`src/rtl/proc_mem_pkg.sv`:
```
// Shared definitions for the processor memory responder: FSM encoding,
// default geometry and the rw bus encoding.
package proc_mem_pkg;

  localparam int          DEF_ADDR_W    = 6;
  localparam int          DEF_TIMEOUT   = 15;
  localparam logic [31:0] DEF_HALT_WORD = 32'hFFFF_FFFF;

  localparam logic RW_READ  = 1'b0;
  localparam logic RW_WRITE = 1'b1;

  typedef enum logic [1:0] {
    LOAD  = 2'd0,
    FETCH = 2'd1,
    EXEC  = 2'd2,
    HALT  = 2'd3
  } state_t;

endpackage

```
`src/rtl/proc_mem_responder_if.sv`:
```
// Processor-side bus, preload port and status outputs of the responder.
interface proc_mem_responder_if
  import proc_mem_pkg::*;
#(
  parameter int ADDR_W = DEF_ADDR_W
) ();

  logic [31:0]       instruction;
  logic [31:0]       addr;
  logic [31:0]       wdata;
  logic              rw;
  logic              sys_dne;
  logic              ld_en;
  logic [ADDR_W-1:0] ld_addr;
  logic [31:0]       ld_data;
  logic              start;
  logic [ADDR_W-1:0] pc;
  logic              halted;
  logic              err;

  // master: processor / loader side
  modport master (
    input  instruction, pc, halted, err,
    output addr, wdata, rw, sys_dne, ld_en, ld_addr, ld_data, start
  );

  // slave: the responder
  modport slave (
    output instruction, pc, halted, err,
    input  addr, wdata, rw, sys_dne, ld_en, ld_addr, ld_data, start
  );

endinterface

```
`src/rtl/proc_mem_array.sv`:
```
// 2^ADDR_W x 32 program/data store: one synchronous write port and one
// asynchronous read port.
module proc_mem_array #(
  parameter int ADDR_W = 6
) (
  input  logic              clk,
  input  logic              we,
  input  logic [ADDR_W-1:0] waddr,
  input  logic [31:0]       wdata,
  input  logic [ADDR_W-1:0] raddr,
  output logic [31:0]       rdata
);

  logic [31:0] mem [2**ADDR_W];

  // NOTE: the array has no reset; a cleared memory would cost a full-depth
  // reset tree and the loaded program must survive a reset anyway.
  always_ff @(posedge clk) begin
    if (we) mem[waddr] <= wdata;
  end

  assign rdata = mem[raddr];

endmodule

```
`src/rtl/proc_mem_responder.sv`:
```
// Memory responder that preloads a program, feeds it word by word to a
// processor, services its data writes and watches for stalls.
module proc_mem_responder
  import proc_mem_pkg::*;
#(
  parameter int          ADDR_W    = DEF_ADDR_W,
  parameter int          TIMEOUT   = DEF_TIMEOUT,
  parameter logic [31:0] HALT_WORD = DEF_HALT_WORD
) (
  input logic                 clk,
  input logic                 reset,
  proc_mem_responder_if.slave bus
);

  localparam int CNT_W = $clog2(TIMEOUT + 1);

  state_t            state;
  logic [ADDR_W-1:0] pc;
  logic [31:0]       instruction;
  logic              halted;
  logic              err;
  logic [CNT_W-1:0]  exec_cnt;

  logic              mem_we;
  logic [ADDR_W-1:0] mem_waddr;
  logic [31:0]       mem_wdata;
  logic [31:0]       fetch_word;

  // Only the low address bits select a word.
  logic unused_addr_hi;
  assign unused_addr_hi = ^bus.addr[31:ADDR_W];

  // NOTE: every output of an always_comb gets a default first, so no path
  // through the case statement can leave a latch behind.
  always_comb begin
    mem_we    = 1'b0;
    mem_waddr = bus.ld_addr;
    mem_wdata = bus.ld_data;
    if (!reset) begin
      case (state)
        LOAD: mem_we = bus.ld_en;
        EXEC: begin
          if (bus.sys_dne && bus.rw == RW_WRITE) begin
            mem_we    = 1'b1;
            mem_waddr = bus.addr[ADDR_W-1:0];
            mem_wdata = bus.wdata;
          end
        end
        default: mem_we = 1'b0;
      endcase
    end
  end

  proc_mem_array #(.ADDR_W(ADDR_W)) u_mem (
    .clk   (clk),
    .we    (mem_we),
    .waddr (mem_waddr),
    .wdata (mem_wdata),
    .raddr (pc),
    .rdata (fetch_word)
  );

  // NOTE: sequential state uses non-blocking assignments so every register
  // samples the pre-edge values regardless of statement order.
  always_ff @(posedge clk) begin
    if (reset) begin
      state       <= LOAD;
      pc          <= '0;
      instruction <= '0;
      halted      <= 1'b0;
      err         <= 1'b0;
      exec_cnt    <= '0;
    end else begin
      case (state)
        LOAD: begin
          if (bus.start) state <= FETCH;
        end
        FETCH: begin
          if (fetch_word == HALT_WORD) begin
            instruction <= '0;
            halted      <= 1'b1;
            state       <= HALT;
          end else begin
            instruction <= fetch_word;
            pc          <= pc + ADDR_W'(1);
            exec_cnt    <= '0;
            state       <= EXEC;
          end
        end
        EXEC: begin
          // Completion on the last allowed cycle still beats the timeout.
          if (bus.sys_dne) begin
            state <= FETCH;
          end else if (exec_cnt == CNT_W'(TIMEOUT - 1)) begin
            err         <= 1'b1;
            halted      <= 1'b1;
            instruction <= '0;
            state       <= HALT;
          end else begin
            exec_cnt <= exec_cnt + CNT_W'(1);
          end
        end
        HALT:    state <= HALT;
        default: state <= LOAD;
      endcase
    end
  end

  assign bus.instruction = instruction;
  assign bus.pc          = pc;
  assign bus.halted      = halted;
  assign bus.err         = err;

endmodule

```
`src/flat_wrapper.sv`:
```
// flat-port wrapper written by rule: the top's interface ports become plain ports
module proc_mem_responder_flat import proc_mem_pkg::*;
#(
  parameter int          ADDR_W    = DEF_ADDR_W,
  parameter int          TIMEOUT   = DEF_TIMEOUT,
  parameter logic [31:0] HALT_WORD = DEF_HALT_WORD
)
  (clk, reset, bus_instruction, bus_pc, bus_halted, bus_err, bus_addr, bus_wdata, bus_rw, bus_sys_dne, bus_ld_en, bus_ld_addr, bus_ld_data, bus_start);
  proc_mem_responder_if #(.ADDR_W(ADDR_W)) bus_i ();
  input logic clk;
  input logic reset;
  output wire logic [$bits(bus_i.instruction)-1:0] bus_instruction;
  output wire logic [$bits(bus_i.pc)-1:0] bus_pc;
  output wire logic [$bits(bus_i.halted)-1:0] bus_halted;
  output wire logic [$bits(bus_i.err)-1:0] bus_err;
  input wire logic [$bits(bus_i.addr)-1:0] bus_addr;
  input wire logic [$bits(bus_i.wdata)-1:0] bus_wdata;
  input wire logic [$bits(bus_i.rw)-1:0] bus_rw;
  input wire logic [$bits(bus_i.sys_dne)-1:0] bus_sys_dne;
  input wire logic [$bits(bus_i.ld_en)-1:0] bus_ld_en;
  input wire logic [$bits(bus_i.ld_addr)-1:0] bus_ld_addr;
  input wire logic [$bits(bus_i.ld_data)-1:0] bus_ld_data;
  input wire logic [$bits(bus_i.start)-1:0] bus_start;
  assign bus_instruction = bus_i.instruction;
  assign bus_pc = bus_i.pc;
  assign bus_halted = bus_i.halted;
  assign bus_err = bus_i.err;
  assign bus_i.addr = bus_addr;
  assign bus_i.wdata = bus_wdata;
  assign bus_i.rw = bus_rw;
  assign bus_i.sys_dne = bus_sys_dne;
  assign bus_i.ld_en = bus_ld_en;
  assign bus_i.ld_addr = bus_ld_addr;
  assign bus_i.ld_data = bus_ld_data;
  assign bus_i.start = bus_start;
  proc_mem_responder #(.ADDR_W(ADDR_W), .TIMEOUT(TIMEOUT), .HALT_WORD(HALT_WORD)) u_core (.clk(clk), .reset(reset), .bus(bus_i));
endmodule
```
`config.mk`:
```
export PLATFORM = sky130hd
export DESIGN_NAME = proc_mem_responder_flat
export DESIGN_NICKNAME = d
export VERILOG_FILES = /design/src/rtl/proc_mem_pkg.sv /design/src/rtl/proc_mem_responder_if.sv /design/src/rtl/proc_mem_array.sv /design/src/rtl/proc_mem_responder.sv /design/src/flat_wrapper.sv
export SDC_FILE = /design/constraint.sdc
export NUM_CORES = 2
export LEC_CHECK = 0
export CORE_MARGIN = 2
export CORE_UTILIZATION = 45
export CTS_CLUSTER_SIZE = 12
export DETAILED_ROUTE_END_ITERATION = 10
export PLACE_DENSITY = 0.62
export SETUP_SLACK_MARGIN = 0.1
export SYNTH_ARGS = -nofsm -noshare
export SYNTH_HDL_FRONTEND = slang
export SYNTH_HIERARCHICAL = 1
export SYNTH_SLANG_ARGS = --single-unit
```
`constraint.sdc`:
```
create_clock -name clk -period 11.75 [get_ports clk]
set_input_delay 1.7625 -clock clk [delete_from_list [all_inputs] [get_ports clk]]
set_output_delay 1.7625 -clock clk [all_outputs]
set_load 0.05 [all_outputs]
```
* Word-level counts from Yosys, hierarchy flattened
Memory sizes are Yosys's and may differ from the RTL's. A register that Yosys moved wholly into a read port is not among the register bits.
Cells that the tools add are included.
** Word-level totals
- Register bits :: 46
- Memory bits (writable) :: 2048
- Output and inout bits :: 40
- Memories kept :: 1
** Operators by class
- Add/subtract/negate cells :: 2
- Eq/ne operators :: 12
- Multiplexer cells :: 30
- Bitwise operators :: 2
- Reduce and logical (&&, ||, !) cells :: 9
** Memories
- u_core.u_mem.mem :: depth 64, bits a word 32, read ports 1, clocked after Yosys merged registers in 1, wr ports 1, RTL line proc_mem_array.sv:14 : logic [31:0] mem [2**ADDR_W];
** Operator list (number)
- $mux W32 :: 6
- $pmux W32 S2 :: 1
- $eq A32 B32 Y1 const B :: 1
- $mux W6 :: 5
- $mux W4 :: 3
- $mux W1 :: 8
- $ne A2 B2 Y1 const B :: 4
- $pmux W2 S4 :: 1
- $pmux W4 S2 :: 1
- $reduce_and A4 Y1 :: 2
- $add A6 B1 Y6 const B :: 1
- $mux W2 :: 3
- $reduce_and A3 Y1 :: 2
- $add A4 B1 Y4 const B :: 1
- $eq A2 B2 Y1 const B :: 2
- $eq A4 B4 Y1 const B :: 1
- $ne A2 B1 Y1 const B :: 2
- $pmux W1 S2 :: 2
- $reduce_and A2 Y1 :: 2
- $ne A3 B2 Y1 const B :: 1
- $eq A2 B1 Y1 const B :: 1
- $logic_not A2 Y1 :: 1
- $not A1 Y1 :: 2
- $reduce_bool A2 Y1 :: 1
- $logic_and A1 B1 Y1 :: 1

* Longest topological paths before layout
- Depth after elaboration :: 6
- Depth in mapped cells :: 15

* Cells and area by module
The synthesis kept the hierarchy.
** By module, submodules not included
- proc_mem_array :: instances 1, cells an instance 3292, area an instance 77874.7 um^2
- proc_mem_responder :: instances 1, cells an instance 216, area an instance 2312.2 um^2

* Worst setup path before layout
No wires, ideal clock.
- Kind :: input-to-reg
- Start :: input port reset
- End :: memory u_core.u_mem.mem[48][0] (enable)
- Setup time :: 461 ps
- Arrival time :: 5403 ps
- Data required time :: 11289 ps
- Slack :: 5886 ps
- Stages :: 6
- Path buffers :: 2
- Cell sequence :: clkbuf_1 -> clkbuf_1 -> o41ai_1 -> nor2b_1 -> nand4b_1 -> nor3_1
** On the way
- Cells in the longest elaborated chain, start to end :: 3
- Elaborated cells on any way between the ends :: 4
- Those cells by class :: mux: 4
** RTL lines
- start, declared :: RTL line flat_wrapper.sv:11 : input logic reset;
- $mux W1 :: RTL line proc_mem_responder.sv:39 : if (!reset) begin
- via u_core.mem_we :: RTL line proc_mem_responder.sv:24 : logic mem_we;
- $mux W1 :: RTL line proc_mem_array.sv:19 : if (we) mem[waddr] <= wdata;
- $mux W1 (not written as such) :: RTL line proc_mem_array.sv:19
- end, declared :: RTL line proc_mem_array.sv:14
The timed path passes the listed nets, and every way through them passes these cells.

* Final worst setup path
- Start :: input port reset
- End :: memory u_core.u_mem.mem[62][5] (enable)
** On the way
- Elaborated cells on any way between the ends :: 4
- Those cells by class :: mux: 4
** RTL lines
- $mux W6 :: RTL line proc_mem_responder.sv:39
- via u_core.mem_waddr[0] :: RTL line proc_mem_responder.sv:25 : logic [ADDR_W-1:0] mem_waddr;
The timed path passes the listed nets, and every way through them passes these cells.

==> qor.txt <==
H-Tree Depth - 4
Placed Area - 84900 um2
Post-synth EDFFs - 2048
Util after Layout - 51.3%
setup slack, reg-to-reg - 5890 ps
Setup crit end kind - flop
Core Rows - 154
CP required - 12180 ps
core box area - 177000 um2
Max-Slew Margin vs Limit - 16.6%
fraction of final layout cells with drive strength greater than 1 - 26.6%
area share of the largest cell type after synthesis - 76.7%
final net count - 3883
worst setup path endpoint - u_core/u_mem/mem[62][5]
final setup fails - 0
first-pass GRT wire length - 280 mm
dpl hpwl - 103 mm
DIE HEIGHT - 426 um
Seq/Total Area, Yosys - 77.8%
LEAKAGE - 26.9 nW
Non-Filler Cell Area, Final - 90700 um2
final worst-path cycle share - 51.0%
crit path from - reset
Mapped Cells - 3508
vias in the first global route - 37800
post-route insts no fill - 6225
PwrDens - 164 nW/um2
Netlist Area Pre-Place - 80200 um2
largest net degree at the start of global routing - 108
clk sinks - 2094
syn_area_per_cell - 22.9 um2
Post-CTS Setup Repair Bufs - 0
PnR Total Power - 14.8 mW
TritonCTS Buffers - 203
Residual DRC - 0
Synth cell types - 47
Vias per Instance - 6.10
HP Class - flop to flop
clock root cell - clkbuf_16
asr flop ratio synth - 0%
ANT nets after route - 0
max-cap violations - 0
Synth area leaders - edfxtp_1 77%, mux4_2 15%, mux2i_1 1.2%
status - finished, final reports clean
CTS tree - yes
setup tns final - 0 ps
min Tclk post-route - 5990 ps
Synth Flop Type - edfxtp_1
critical path type - input pin to flop
crit start category - input pin
clk_lat worst skew - 820 ps
GR Util All Layers - 21.9%
routed length per instance - 31.9 um
Final Max Slew Viols - 0
Clock transition at path regs - 60 ps
Placed Cells - 5907
GPL Wtd Cong - 0.860
grt ovf - 0
Max clock buf depth - 3
initial antenna violation count - 4
DRT Pass-1 Iters - 6
vias - 38000
# hold bufs at CTS - 0
Worst Skew - 22.3 ps
die area - 182000 um2
initial DRC count - 4814
RR Endpoint - u_core/bus.instruction[25]
PortBufs - 121
post-CTS sizing - 0
Ports - 148
RSZ-0062 raised after global routing - no
Initial Utilization - 45.4%
Yosys warning total - 6
syn_nets - 3619
DRT Wirelength - 198 mm
worst r2r src - u_core/bus.pc[0]
Max VDD drop - 0.000120 V
Max FO, Critical Path - 32
worst slew pin tran - 1250 ps
Seq cells post-synth - 2094
Area Overhead vs Synth - 13.1%
Fin. Hold Viols - 0
Critical Path AT - 6420 ps
Max Freq - 167 MHz
Die W - 426 um
worst reg2reg path depth - 13
cell taking the most area after synthesis - edfxtp_1
==> how the worst min path moves through the flow <==
| stage | depth (start not counted) | to | from |
|---|---|---|---|
| 2_1_floorplan | 2 | u_core/exec_cnt[3] | u_core/exec_cnt[3] |
| 3_3_place_gp | 1 | u_core/bus.instruction[3] | u_core/bus.instruction[3] |
| 3_5_place_dp | 1 | u_core/bus.instruction[0] | u_core/bus.instruction[0] |
| 4_1_cts | 1 | u_core/bus.instruction[5] | u_core/bus.instruction[5] |
| 5_1_grt | 1 | u_core/bus.instruction[14] | u_core/bus.instruction[14] |
| 6_report | 1 | u_core/bus.instruction[5] | u_core/bus.instruction[5] |
==> state kept, by name, indices dropped and copies added (netlist names) <==
name                    cells
u_core/bus.err              1
u_core/bus.halted           1
u_core/bus.instruction     32
u_core/bus.pc               6
u_core/exec_cnt             4
u_core/state                2
u_core/u_mem/mem         2048
==> cell type report <==
class | count | area [um2]
Multi-Input combinational cell | 1214 | 17300
Inverter | 4 | 15.0
Clock buffer | 274 | 5380
Fill cell | 13600 | 86000
Timing Repair Buffer | 255 | 2280
Sequential cell | 2094 | 62400
Clock inverter | 43 | 335
Antenna cell | 1 | 2.50
Tap cell | 2340 | 2930
==> layout by cell type, fill, tap and decap left out, drive strengths merged, types with 9 or more instances in the layout <==
master | Yosys | routed
edfxtp | 2048 | 2048
mux4 | 544 | 544
clkbuf | 81 | 274
nor2 | 148 | 148
buf | 115 | 134
clkdlybuf4s50 | 0 | 121
mux2i | 95 | 95
o22ai | 84 | 84
a21oi | 70 | 70
dfxtp | 46 | 46
mux2 | 43 | 43
clkinv | 0 | 35
a22o | 32 | 32
nand2 | 29 | 29
o221ai | 29 | 29
nor2b | 24 | 24
nand4 | 13 | 13
a22oi | 12 | 12
nand2b | 12 | 12
nor3 | 12 | 12
inv | 4 | 11
nand3 | 9 | 9
a311oi | 9 | 9
==> power by group <==
group | switching (mW) | internal (mW)
Combinational | 0.464 | 0.328
Sequential | 0.0216 | 8.23
Clock | 2.61 | 3.19
Total | 3.10 | 11.8
==> critical path, stage by stage <==
cell             delay [ps]
clkdlybuf4s50_1         920
nand4b_1                990
buf_4                   500
mux2_2                  430
nor2b_1                 250
nand3_1                 640
nor2_4                  280
buf_4                   570
==> cell usage after synthesis (13+ instances only) <==
cell	number
a21oi_1	69
a22o_1	30
buf_1	22
buf_2	60
buf_4	25
clkbuf_1	81
dfxtp_1	46
edfxtp_1	2048
mux2_2	43
mux2i_1	95
mux4_2	544
nand2_1	29
nand4_1	13
nor2_1	148
nor2b_1	24
o221ai_1	29
o22ai_1	84
==> per-layer routing <==
layer | part of all wire (%) | global-route usage (%)
met1 | 41 | 31.7
met2 | 47 | 33.8
met3 | 8.6 | 3.98
met4 | 3.5 | 7.81
met5 | 0 | 0
==> kinds of logic after synthesis <==
kind of cell	share of synthesized area (%)
and+or+nand+nor	1.67
muxes	17.1
adders and majority gates	0.0468
buffers and inverters	1.22
AOI/OAI and AO/OA	2.15
DFF	77.8
==> metrics by stage <==
stage          hold slack, ps  worst slack [ps]
6_report                  476              5760
5_1_grt                   487              5640
4_1_cts                   479              5880
3_5_place_dp              459              4800
3_3_place_gp              458              5070
2_1_floorplan             501              5890
Note: power is estimated with default switching activity, not from simulation.
